File: src/rtl/seq_det_ctrl_if.sv
// seq_det_ctrl_if: configuration, serial stream and status signals of the sequence-detect controller
interface seq_det_ctrl_if #(
    parameter int PAT_W = 8,
    parameter int CNT_W = 8,
    parameter int TMO_W = 16
);
    logic                       cfg_we;
    logic [PAT_W-1:0]           cfg_pattern;
    logic [$clog2(PAT_W+1)-1:0] cfg_len;
    logic                       cfg_overlap;
    logic [CNT_W-1:0]           cfg_target;
    logic [TMO_W-1:0]           cfg_timeout;
    logic                       start;
    logic                       abort;
    logic                       x;
    logic                       x_valid;
    logic                       detect;
    logic [CNT_W-1:0]           match_cnt;
    logic                       busy;
    logic                       done;
    logic                       timeout;

    modport master (
        output cfg_we, cfg_pattern, cfg_len, cfg_overlap, cfg_target, cfg_timeout,
        output start, abort, x, x_valid,
        input  detect, match_cnt, busy, done, timeout
    );

    modport slave (
        input  cfg_we, cfg_pattern, cfg_len, cfg_overlap, cfg_target, cfg_timeout,
        input  start, abort, x, x_valid,
        output detect, match_cnt, busy, done, timeout
    );
endinterface

File: src/rtl/seq_det_ctrl.sv
// seq_det_ctrl: programmable serial pattern detector with match target and inactivity supervision.
// Define SEQ_DET_CTRL_TIMEOUT_EN to build the timer, timeout limit register and TMO state.
module seq_det_ctrl #(
    parameter int PAT_W = 8,
    parameter int CNT_W = 8,
    parameter int TMO_W = 16
) (
    input logic clk,
    input logic reset,
    seq_det_ctrl_if.slave bus
);
    localparam int LW = $clog2(PAT_W + 1);
    localparam logic [LW:0] ONE = 1;

    typedef enum logic [1:0] {IDLE, RUN, DONE, TMO} state_t;

    state_t state, nxt;
    logic [PAT_W-1:0] pattern, hist, hx, mask;
    logic [LW-1:0] len, fill;
    logic [CNT_W-1:0] target, cnt, cnt_inc;
    logic overlap, running, arm, hit, reach, expire, detect, done;

    assign running = state == RUN;
    assign arm = bus.start && !bus.abort && !running && len != '0 && len <= LW'(PAT_W);
    assign hx = {hist[PAT_W-2:0], bus.x};
    assign mask = ~({PAT_W{1'b1}} << len);
    // abort outranks a completing bit, so it suppresses the match entirely
    assign hit = running && bus.x_valid && !bus.abort && ({1'b0, fill} + ONE >= {1'b0, len})
                 && ((hx ^ pattern) & mask) == '0;
    assign cnt_inc = cnt + CNT_W'(1);
    assign reach = hit && target != '0 && cnt_inc == target;

    always_comb begin
        nxt = state;
        if (running) nxt = bus.abort ? IDLE : reach ? DONE : expire ? TMO : RUN;
        else if (bus.abort) nxt = IDLE;
        else if (arm) nxt = RUN;
    end

    always_ff @(posedge clk or negedge reset)
        if (!reset) state <= IDLE;
        else state <= nxt;

    always_ff @(posedge clk or negedge reset) begin
        if (!reset) begin
            pattern <= PAT_W'(4'b1010);
            len     <= LW'(4);
            overlap <= 1'b1;
            target  <= '0;
            hist    <= '0;
            fill    <= '0;
            cnt     <= '0;
            detect  <= 1'b0;
            done    <= 1'b0;
        end else begin
            detect <= hit;
            if (bus.cfg_we && !running) begin
                pattern <= bus.cfg_pattern;
                len     <= bus.cfg_len;
                overlap <= bus.cfg_overlap;
                target  <= bus.cfg_target;
            end
            if (arm) begin
                hist <= '0;
                fill <= '0;
                cnt  <= '0;
                done <= 1'b0;
            end else if (running && bus.x_valid && !bus.abort) begin
                hist <= hx;
                fill <= (hit && !overlap) ? '0 : (fill == LW'(PAT_W)) ? fill : fill + LW'(1);
            end
            if (hit && !(target == '0 && cnt == '1)) cnt <= cnt_inc;
            if (reach) done <= 1'b1;
        end
    end

`ifdef SEQ_DET_CTRL_TIMEOUT_EN
    logic [TMO_W-1:0] tmo_lim, timer;
    logic tmo_flag;

    // a match on the expiry cycle restarts the timer instead of timing out
    assign expire = running && !hit && tmo_lim != '0 && timer == tmo_lim - TMO_W'(1);

    always_ff @(posedge clk or negedge reset) begin
        if (!reset) begin
            tmo_lim  <= '0;
            timer    <= '0;
            tmo_flag <= 1'b0;
        end else begin
            if (bus.cfg_we && !running) tmo_lim <= bus.cfg_timeout;
            timer    <= (arm || hit) ? '0 : running ? timer + TMO_W'(1) : timer;
            tmo_flag <= arm ? 1'b0 : (running && nxt == TMO) ? 1'b1 : tmo_flag;
        end
    end

    assign bus.timeout = tmo_flag;
`else
    logic unused_tmo;
    assign unused_tmo  = ^bus.cfg_timeout;
    assign expire      = 1'b0;
    assign bus.timeout = 1'b0;
`endif

    assign bus.detect    = detect;
    assign bus.match_cnt = cnt;
    assign bus.busy      = running;
    assign bus.done      = done;
endmodule

File: src/flat_wrapper.sv
// flat-port wrapper written by rule: the top's interface ports become plain ports
module seq_det_ctrl_flat 
#(
    parameter int PAT_W = 8,
    parameter int CNT_W = 8,
    parameter int TMO_W = 16
)
  (clk, reset, bus_cfg_we, bus_cfg_pattern, bus_cfg_len, bus_cfg_overlap, bus_cfg_target, bus_cfg_timeout, bus_start, bus_abort, bus_x, bus_x_valid, bus_detect, bus_match_cnt, bus_busy, bus_done, bus_timeout);
  seq_det_ctrl_if #(.PAT_W(PAT_W), .CNT_W(CNT_W), .TMO_W(TMO_W)) bus_i ();
  input logic clk;
  input logic reset;
  input wire logic [$bits(bus_i.cfg_we)-1:0] bus_cfg_we;
  input wire logic [$bits(bus_i.cfg_pattern)-1:0] bus_cfg_pattern;
  input wire logic [$bits(bus_i.cfg_len)-1:0] bus_cfg_len;
  input wire logic [$bits(bus_i.cfg_overlap)-1:0] bus_cfg_overlap;
  input wire logic [$bits(bus_i.cfg_target)-1:0] bus_cfg_target;
  input wire logic [$bits(bus_i.cfg_timeout)-1:0] bus_cfg_timeout;
  input wire logic [$bits(bus_i.start)-1:0] bus_start;
  input wire logic [$bits(bus_i.abort)-1:0] bus_abort;
  input wire logic [$bits(bus_i.x)-1:0] bus_x;
  input wire logic [$bits(bus_i.x_valid)-1:0] bus_x_valid;
  output wire logic [$bits(bus_i.detect)-1:0] bus_detect;
  output wire logic [$bits(bus_i.match_cnt)-1:0] bus_match_cnt;
  output wire logic [$bits(bus_i.busy)-1:0] bus_busy;
  output wire logic [$bits(bus_i.done)-1:0] bus_done;
  output wire logic [$bits(bus_i.timeout)-1:0] bus_timeout;
  assign bus_i.cfg_we = bus_cfg_we;
  assign bus_i.cfg_pattern = bus_cfg_pattern;
  assign bus_i.cfg_len = bus_cfg_len;
  assign bus_i.cfg_overlap = bus_cfg_overlap;
  assign bus_i.cfg_target = bus_cfg_target;
  assign bus_i.cfg_timeout = bus_cfg_timeout;
  assign bus_i.start = bus_start;
  assign bus_i.abort = bus_abort;
  assign bus_i.x = bus_x;
  assign bus_i.x_valid = bus_x_valid;
  assign bus_detect = bus_i.detect;
  assign bus_match_cnt = bus_i.match_cnt;
  assign bus_busy = bus_i.busy;
  assign bus_done = bus_i.done;
  assign bus_timeout = bus_i.timeout;
  seq_det_ctrl #(.PAT_W(PAT_W), .CNT_W(CNT_W), .TMO_W(TMO_W)) u_core (.clk(clk), .reset(reset), .bus(bus_i));
endmodule
File: config.mk
export PLATFORM = sky130hd
export DESIGN_NAME = seq_det_ctrl_flat
export DESIGN_NICKNAME = d
export VERILOG_FILES = /design/src/rtl/seq_det_ctrl_if.sv /design/src/rtl/seq_det_ctrl.sv /design/src/flat_wrapper.sv
export SDC_FILE = /design/constraint.sdc
export NUM_CORES = 1
export LEC_CHECK = 0
export CORE_UTILIZATION = 45
export CTS_BUF_LIST = sky130_fd_sc_hd__clkbuf_8 sky130_fd_sc_hd__clkbuf_16
export CTS_CLUSTER_DIAMETER = 120
export DETAILED_ROUTE_END_ITERATION = 12
export PLACE_DENSITY_LB_ADDON = 0.2
export SLEW_MARGIN = 20
export SYNTH_ARGS = -nofsm -noshare
export SYNTH_HDL_FRONTEND = slang
export SYNTH_SLANG_ARGS = --single-unit
export TNS_END_PERCENT = 100
File: constraint.sdc
create_clock -name clk -period 2.1 [get_ports clk]
set_input_delay 0.42 -clock clk [delete_from_list [all_inputs] [get_ports clk]]
set_output_delay 0.42 -clock clk [all_outputs]
set_load 0.05 [all_outputs]
* Word level (Yosys, flattened, before mapping) *
Index checks and enable logic that the tools add are counted.

storage, ports and cells
  register bits = 44
  logic and storage cells = 66
  input port bits = 44
  output and inout bits = 12

operators by class
  eq/ne operators = 5
  shift operators = 1
  $add $sub $neg = 3
  bitwise logic cells = 3
  order comparisons = 2
  reduce and logical (&&, ||, !) cells = 27
  multiplexer cells = 15

operators by type and width
  operator                                                           number
  8-bit zero test                                                    2
  4-bit 2-to-1 mux                                                   4
  8-bit 2-to-1 mux                                                   2
  1-bit logical AND                                                  14
  7-bit 2-to-1 mux                                                   2
  2-bit 2-to-1 mux                                                   5
  8-bit by 1-bit adder with 8-bit output, second input constant      1
  8-bit AND                                                          1
  8-bit == test                                                      1
  8-bit == test, second input constant                               1
  8-bit NOT                                                          1
  8-bit nonzero test                                                 1
  8-bit by 4-bit << shifter with 8-bit output, first input constant  1
  8-bit XOR                                                          1
  2-bit nonzero test                                                 3
  4-bit by 1-bit adder with 5-bit output, second input constant      1
  5-bit by 4-bit greater-or-equal comparator with 1-bit output       1
  4-bit by 1-bit adder with 4-bit output, second input constant      1
  4-bit == test, second input constant                               1
  4-bit less-or-equal comparator, second input constant              1
  1-bit zero test                                                    4
  4-bit nonzero test                                                 1
  3-bit by 1-bit != test with 1-bit output, second input constant    1
  3-bit nonzero test                                                 1
  other kinds (3)                                                    4

* Longest topological paths before layout *
  depth in word-level cells = 10
  mapped depth = 9
  mapped depth without buffers = 8

* Least setup slack after synthesis *
No wires, ideal clock.

  kind = register to register
  from = register u_core.cnt[0], in the netlist u_core.bus.match_cnt[0]
  to = register u_core.state[1]
  cell stages (with the launch flop) = 8
  data required time = 2035 ps
  arrival time = 2610 ps
  buffers on the path = 0
  setup time = 65 ps
  period minus slack after synthesis = 2675 ps
  setup slack = -575 ps
  cells stage by stage = dfrtp_1 -> ha_1 -> nand3_4 -> xnor2_1 -> or4_1 -> or4_1 -> nor3_2 -> o21ba_1

between the ends
  word-level cells in the longest chain between the ends = 6

ends and longest elaborated chain
  item                                    line                source
  start: declaration                      seq_det_ctrl.sv:20  logic [CNT_W-1:0] target, cnt, cnt_inc;
  start signal: assignment                seq_det_ctrl.sv:72  if (hit && !(target == '0 && cnt == '1)) cnt <= cnt_inc;
  8-bit by 1-bit adder with 8-bit output  seq_det_ctrl.sv:30  assign cnt_inc = cnt + CNT_W'(1);
  8-bit == test                           seq_det_ctrl.sv:31  assign reach = hit && target != '0 && cnt_inc == target;
  1-bit logical AND                       seq_det_ctrl.sv:31
  2-bit 2-to-1 mux (3 in a row)           seq_det_ctrl.sv:35  if (running) nxt = bus.abort ? IDLE : reach ? DONE : expire ? TMO : RUN;
  end signal: assignment                  seq_det_ctrl.sv:42  else state <= nxt;
  end: declaration                        seq_det_ctrl.sv:17  state_t state, nxt;

No other way between the ends.
A chain may end at the register's enable or synchronous reset.

* Worst setup path in the final report *
  from = register u_core.cnt[1], in the netlist u_core.bus.match_cnt[1]
  to = register u_core.state[1]

Same word-level chain as after synthesis.

==> impl_summary.md <==
Synthesis
Synthesis produced a netlist whose cell count is 228. The compound-gate portion of the synthesized area is 0.109. Of the post-synthesis cell area, the part taken by muxes is 0.103. The synthesized design contains 44 register bits.

Of the total synthesized cell area, the portion taken by AND, OR, NAND and NOR gates is 0.162. For this run, the register share of the synthesized area comes to 0.464. The distinct cell type count of the synthesized netlist is 45. In this run the cell area of the synthesized design comes to 0.00238 mm2.

The main flop type after synthesis is dfrtp_1. The synthesized design contains 0 enable-type register cells. The count of yosys warnings during synthesis is 0. By area, the combinational part of the netlist is dominated by simple AND/OR/NAND/NOR gates.

The average instance in the mapped netlist occupies 10.5 um2. The share of synthesized flip-flops with an asynchronous set or reset is 1.00. The xor and xnor fraction of the mapped netlist area is 0.0877. Counting every net in the synthesized netlist gives 279.

Of the total synthesized cell area, the portion taken by full adders, half adders and majority gates is 0.0367.

Timing
Setup repair after global routing could not meet its margin everywhere. The number of setup violations in the final report is 1. Once routing completed, OpenROAD measured the worst setup slack at -7.45 ps.

The number of hold violations in the final report is 0. The smallest clock period supported by the final layout is computed as 2110 ps. The relative slew slack is 0.641. The maximum achievable frequency is around 470 MHz. The worst clock skew is 3.70 ps. Dividing the final minimum period by the clock period gives 1.00.

At the pin with the least slew margin, the transition time is ~540 ps. The number of max-slew violations in the final report was 0. Setup total negative slack on the finished layout was measured at -7.45 ps.

Floorplan
The placement row count is 26. In this run the count of I/O pins placed on the die edge is 56. The region available for standard cell placement spans between 0.005 and 0.006 mm2. The die height is 74.8 um. The die width is 74.8 um. The die area is ~0.0056 mm2.

The initial core utilization is 0.467.

Finish
After the last flow step, the layout net total stands at between 300 and 400. The finished layout holds ~370 standard cells, fillers aside. The total inserted antenna cells is 0. The layout overhead on the synthesized area is 37.4%.

Leaving out fill and tap cells, the most frequent cells in the layout are 34 x clkdlybuf4s50_1, 34 x buf_4, 34 x dfrtp_1. The share of post-route cells with drive strength above 1 is 0.319.

Worst setup path
For the worst setup path, the data arrival time is 2340 ps. Of all nets on the critical path, the largest fanout is 3. For the worst setup path, the data required time is 2330 ps. The critical path starts at u_core.bus.match_cnt[1]. In this run the critical register-to-register path is launched from u_core.bus.match_cnt[1]. The category of the worst setup path launch point is a register. The worst setup path is captured at a register. The category of the critical setup timing path is reg2reg.

The worst setup slack for register-to-register paths is -7 ps.

Global route
The first-pass GRT wire length is 8.54 mm. The number of antenna violations at the first check in global routing is 0. In the global route stage, met1 resource usage came out at 0.292. In the global route stage, met2 resource usage came out at 0.313. The number of global-route vias before repair came to 1,861. For this run, the total global-route usage over all layers was measured as 0.203. The peak-usage layer in the global routing report is met2. The global routing usage on met3 is 0.0361. Entering global routing, the biggest net connects 45 pins. The remaining global-route overflow is 0.

Routing
Dividing the detail-routed wire length by the instance count gives 13.4 um. The first-iteration detailed-routing DRC count is 117. After detailed routing, the number of vias per cell comes to 5.14. The routed wire length is between 4 and 5 mm. The detailed-routing iteration count for the pre-antenna-repair pass is 4. The post-route antenna net violation count is 0. The detailed router placed ~1.9k vias in this run.

The number of remaining DRC errors is 0.

Outcome
The flow ran to the end, but the final reports show violations. The final reports fail on setup timing.

Placement
Buffers placed on the I/O ports in this run total 38. Routability-driven placement finished with a final weighted congestion of 0.820. The number of placed cells counting well taps is 359. The HPWL after detailed placement is between 3 and 4 mm.

Power
Summed over all cells, the static leakage comes to 1.42 nW. The power density of the placed cells is 612 mW/mm2. Total power for the finished layout comes to around 2.0 mW. The maximum vdd ir drop is between 0.5 and 0.6 mV.

Clock network
The cell sitting at the root of the clock tree is a clkbuf_8. The clock transition at the registers of the reported paths is 80 ps. The number of clock buffers added by TritonCTS is 5. TritonCTS built the clock tree. The clock network latency to the later pin of the worst-skew pair is 290 ps. For this design, the sink count on the clock tree is 44. Counting along the longest clock path gives a buffer depth of 2. The total number of H-tree levels is 2.

Flow run
The max-cap violation count is 0.

Hold path
The worst hold path class is in2async.
[cells in the mapped netlist, types with 2 or more instances]
| master | n | share of area |
|---|---|---|
| a211oi_1 | 3 | 0.0094 |
| a21o_1 | 3 | 0.0094 |
| a21oi_1 | 13 | 0.027 |
| a22o_1 | 2 | 0.0074 |
| a31oi_1 | 4 | 0.010 |
| and3_1 | 3 | 0.0079 |
| clkbuf_1 | 6 | 0.0094 |
| dfrtp_1 | 40 | 0.42 |
| dfstp_2 | 4 | 0.044 |
| ha_1 | 7 | 0.037 |
| inv_1 | 10 | 0.016 |
| mux2_2 | 20 | 0.094 |
| nand2_1 | 20 | 0.031 |
| nand2b_1 | 5 | 0.013 |
| nand3_1 | 4 | 0.0084 |
| nand3b_1 | 2 | 0.0063 |
| nand4_1 | 3 | 0.0079 |
| nor2_1 | 13 | 0.020 |
| nor2b_1 | 3 | 0.0079 |
| nor3_1 | 5 | 0.010 |
| nor4_1 | 2 | 0.0052 |
| o21ai_0 | 4 | 0.0084 |
| o21ai_1 | 2 | 0.0042 |
| o22ai_1 | 4 | 0.010 |
| o2bb2ai_1 | 3 | 0.011 |
| or4_1 | 4 | 0.013 |
| xnor2_1 | 16 | 0.059 |
| xor2_1 | 6 | 0.022 |
[cells by family after synthesis]
kind of cell	after synthesis
xor+xnor	23
compound gates	41
buf+inv	19
other cells	1
simple gates	71
fa+ha+maj	7
flops	44
mux	22
[per-stage QoR]
step	setup slack, ps	hold WS (ps)	util	instance area [um2]
floorplan	-53.7	124	-	2410
global placement	-193	516	0.600	3060
detailed placement	-242	518	0.600	3060
CTS	-10.3	215	0.624	3190
global route	-109	241	0.641	3270
finish	-7.45	187	0.641	3270
[final cells by class]
type                    instances  area [um2]
clock inverters                 3        16.3
multi-input cells             165        1330
well taps                      70        87.6
repair buffers                 71         624
flip-flops and latches         44        1110
inverters                      10        37.5
fillers                       426        1830
clock buffers                   5        68.8
[per-layer routing]
layer	up-vias	share of wire
li1	944	-
met1	894	0.49
met2	49	0.46
met3	4	0.040
met4	0	0.0085
met5	-	0
[report_power, final]
group | leakage (nW) | total [mW] | switching, mW | internal, mW
combinational | 0.825 | 0.497 | 0.217 | 0.279
sequential | 0.550 | 1.00 | 0.0728 | 0.927
clock | 0.0453 | 0.508 | 0.280 | 0.228
total | 1.42 | 2.00 | 0.571 | 1.43
[flip-flops by register name (all words and copies together) (netlist names)]
register / cells
u_core.overlap: 1
u_core.pattern: 8
u_core.fill: 4
u_core.bus.done: 1
u_core.target: 8
u_core.state: 2
u_core.hist: 7
u_core.bus.detect: 1
u_core.len: 4
u_core.bus.match_cnt: 8
[final timing paths]
| path | end | cells after the start |
|---|---|---|
| setup / recovery | u_core.state[1] | 6 |
| hold / removal | u_core.bus.match_cnt[5] | 2 |
| setup reg to reg | u_core.state[1] | 6 |
| hold reg to reg | u_core.bus.done | 2 |
| max in group asynchronous | u_core.fill[0] | 2 |
| min in group clk | u_core.bus.done | 2 |
[timing repair]
action,CTS,global route
hold buffers,0,0
pin swaps,0,4
resized for setup,7,16
buffers inserted,1,0
setup endpoints to repair,13,16
[worst max-delay path, stage by stage, from the launching register on]
cell,delay [ps]
dfrtp_2,430
ha_4,250
xor2_1,130
or4_1,460
or4_4,440
nor3_4,170
o21ba_1,160
Note: power is estimated with default switching activity, not from simulation.
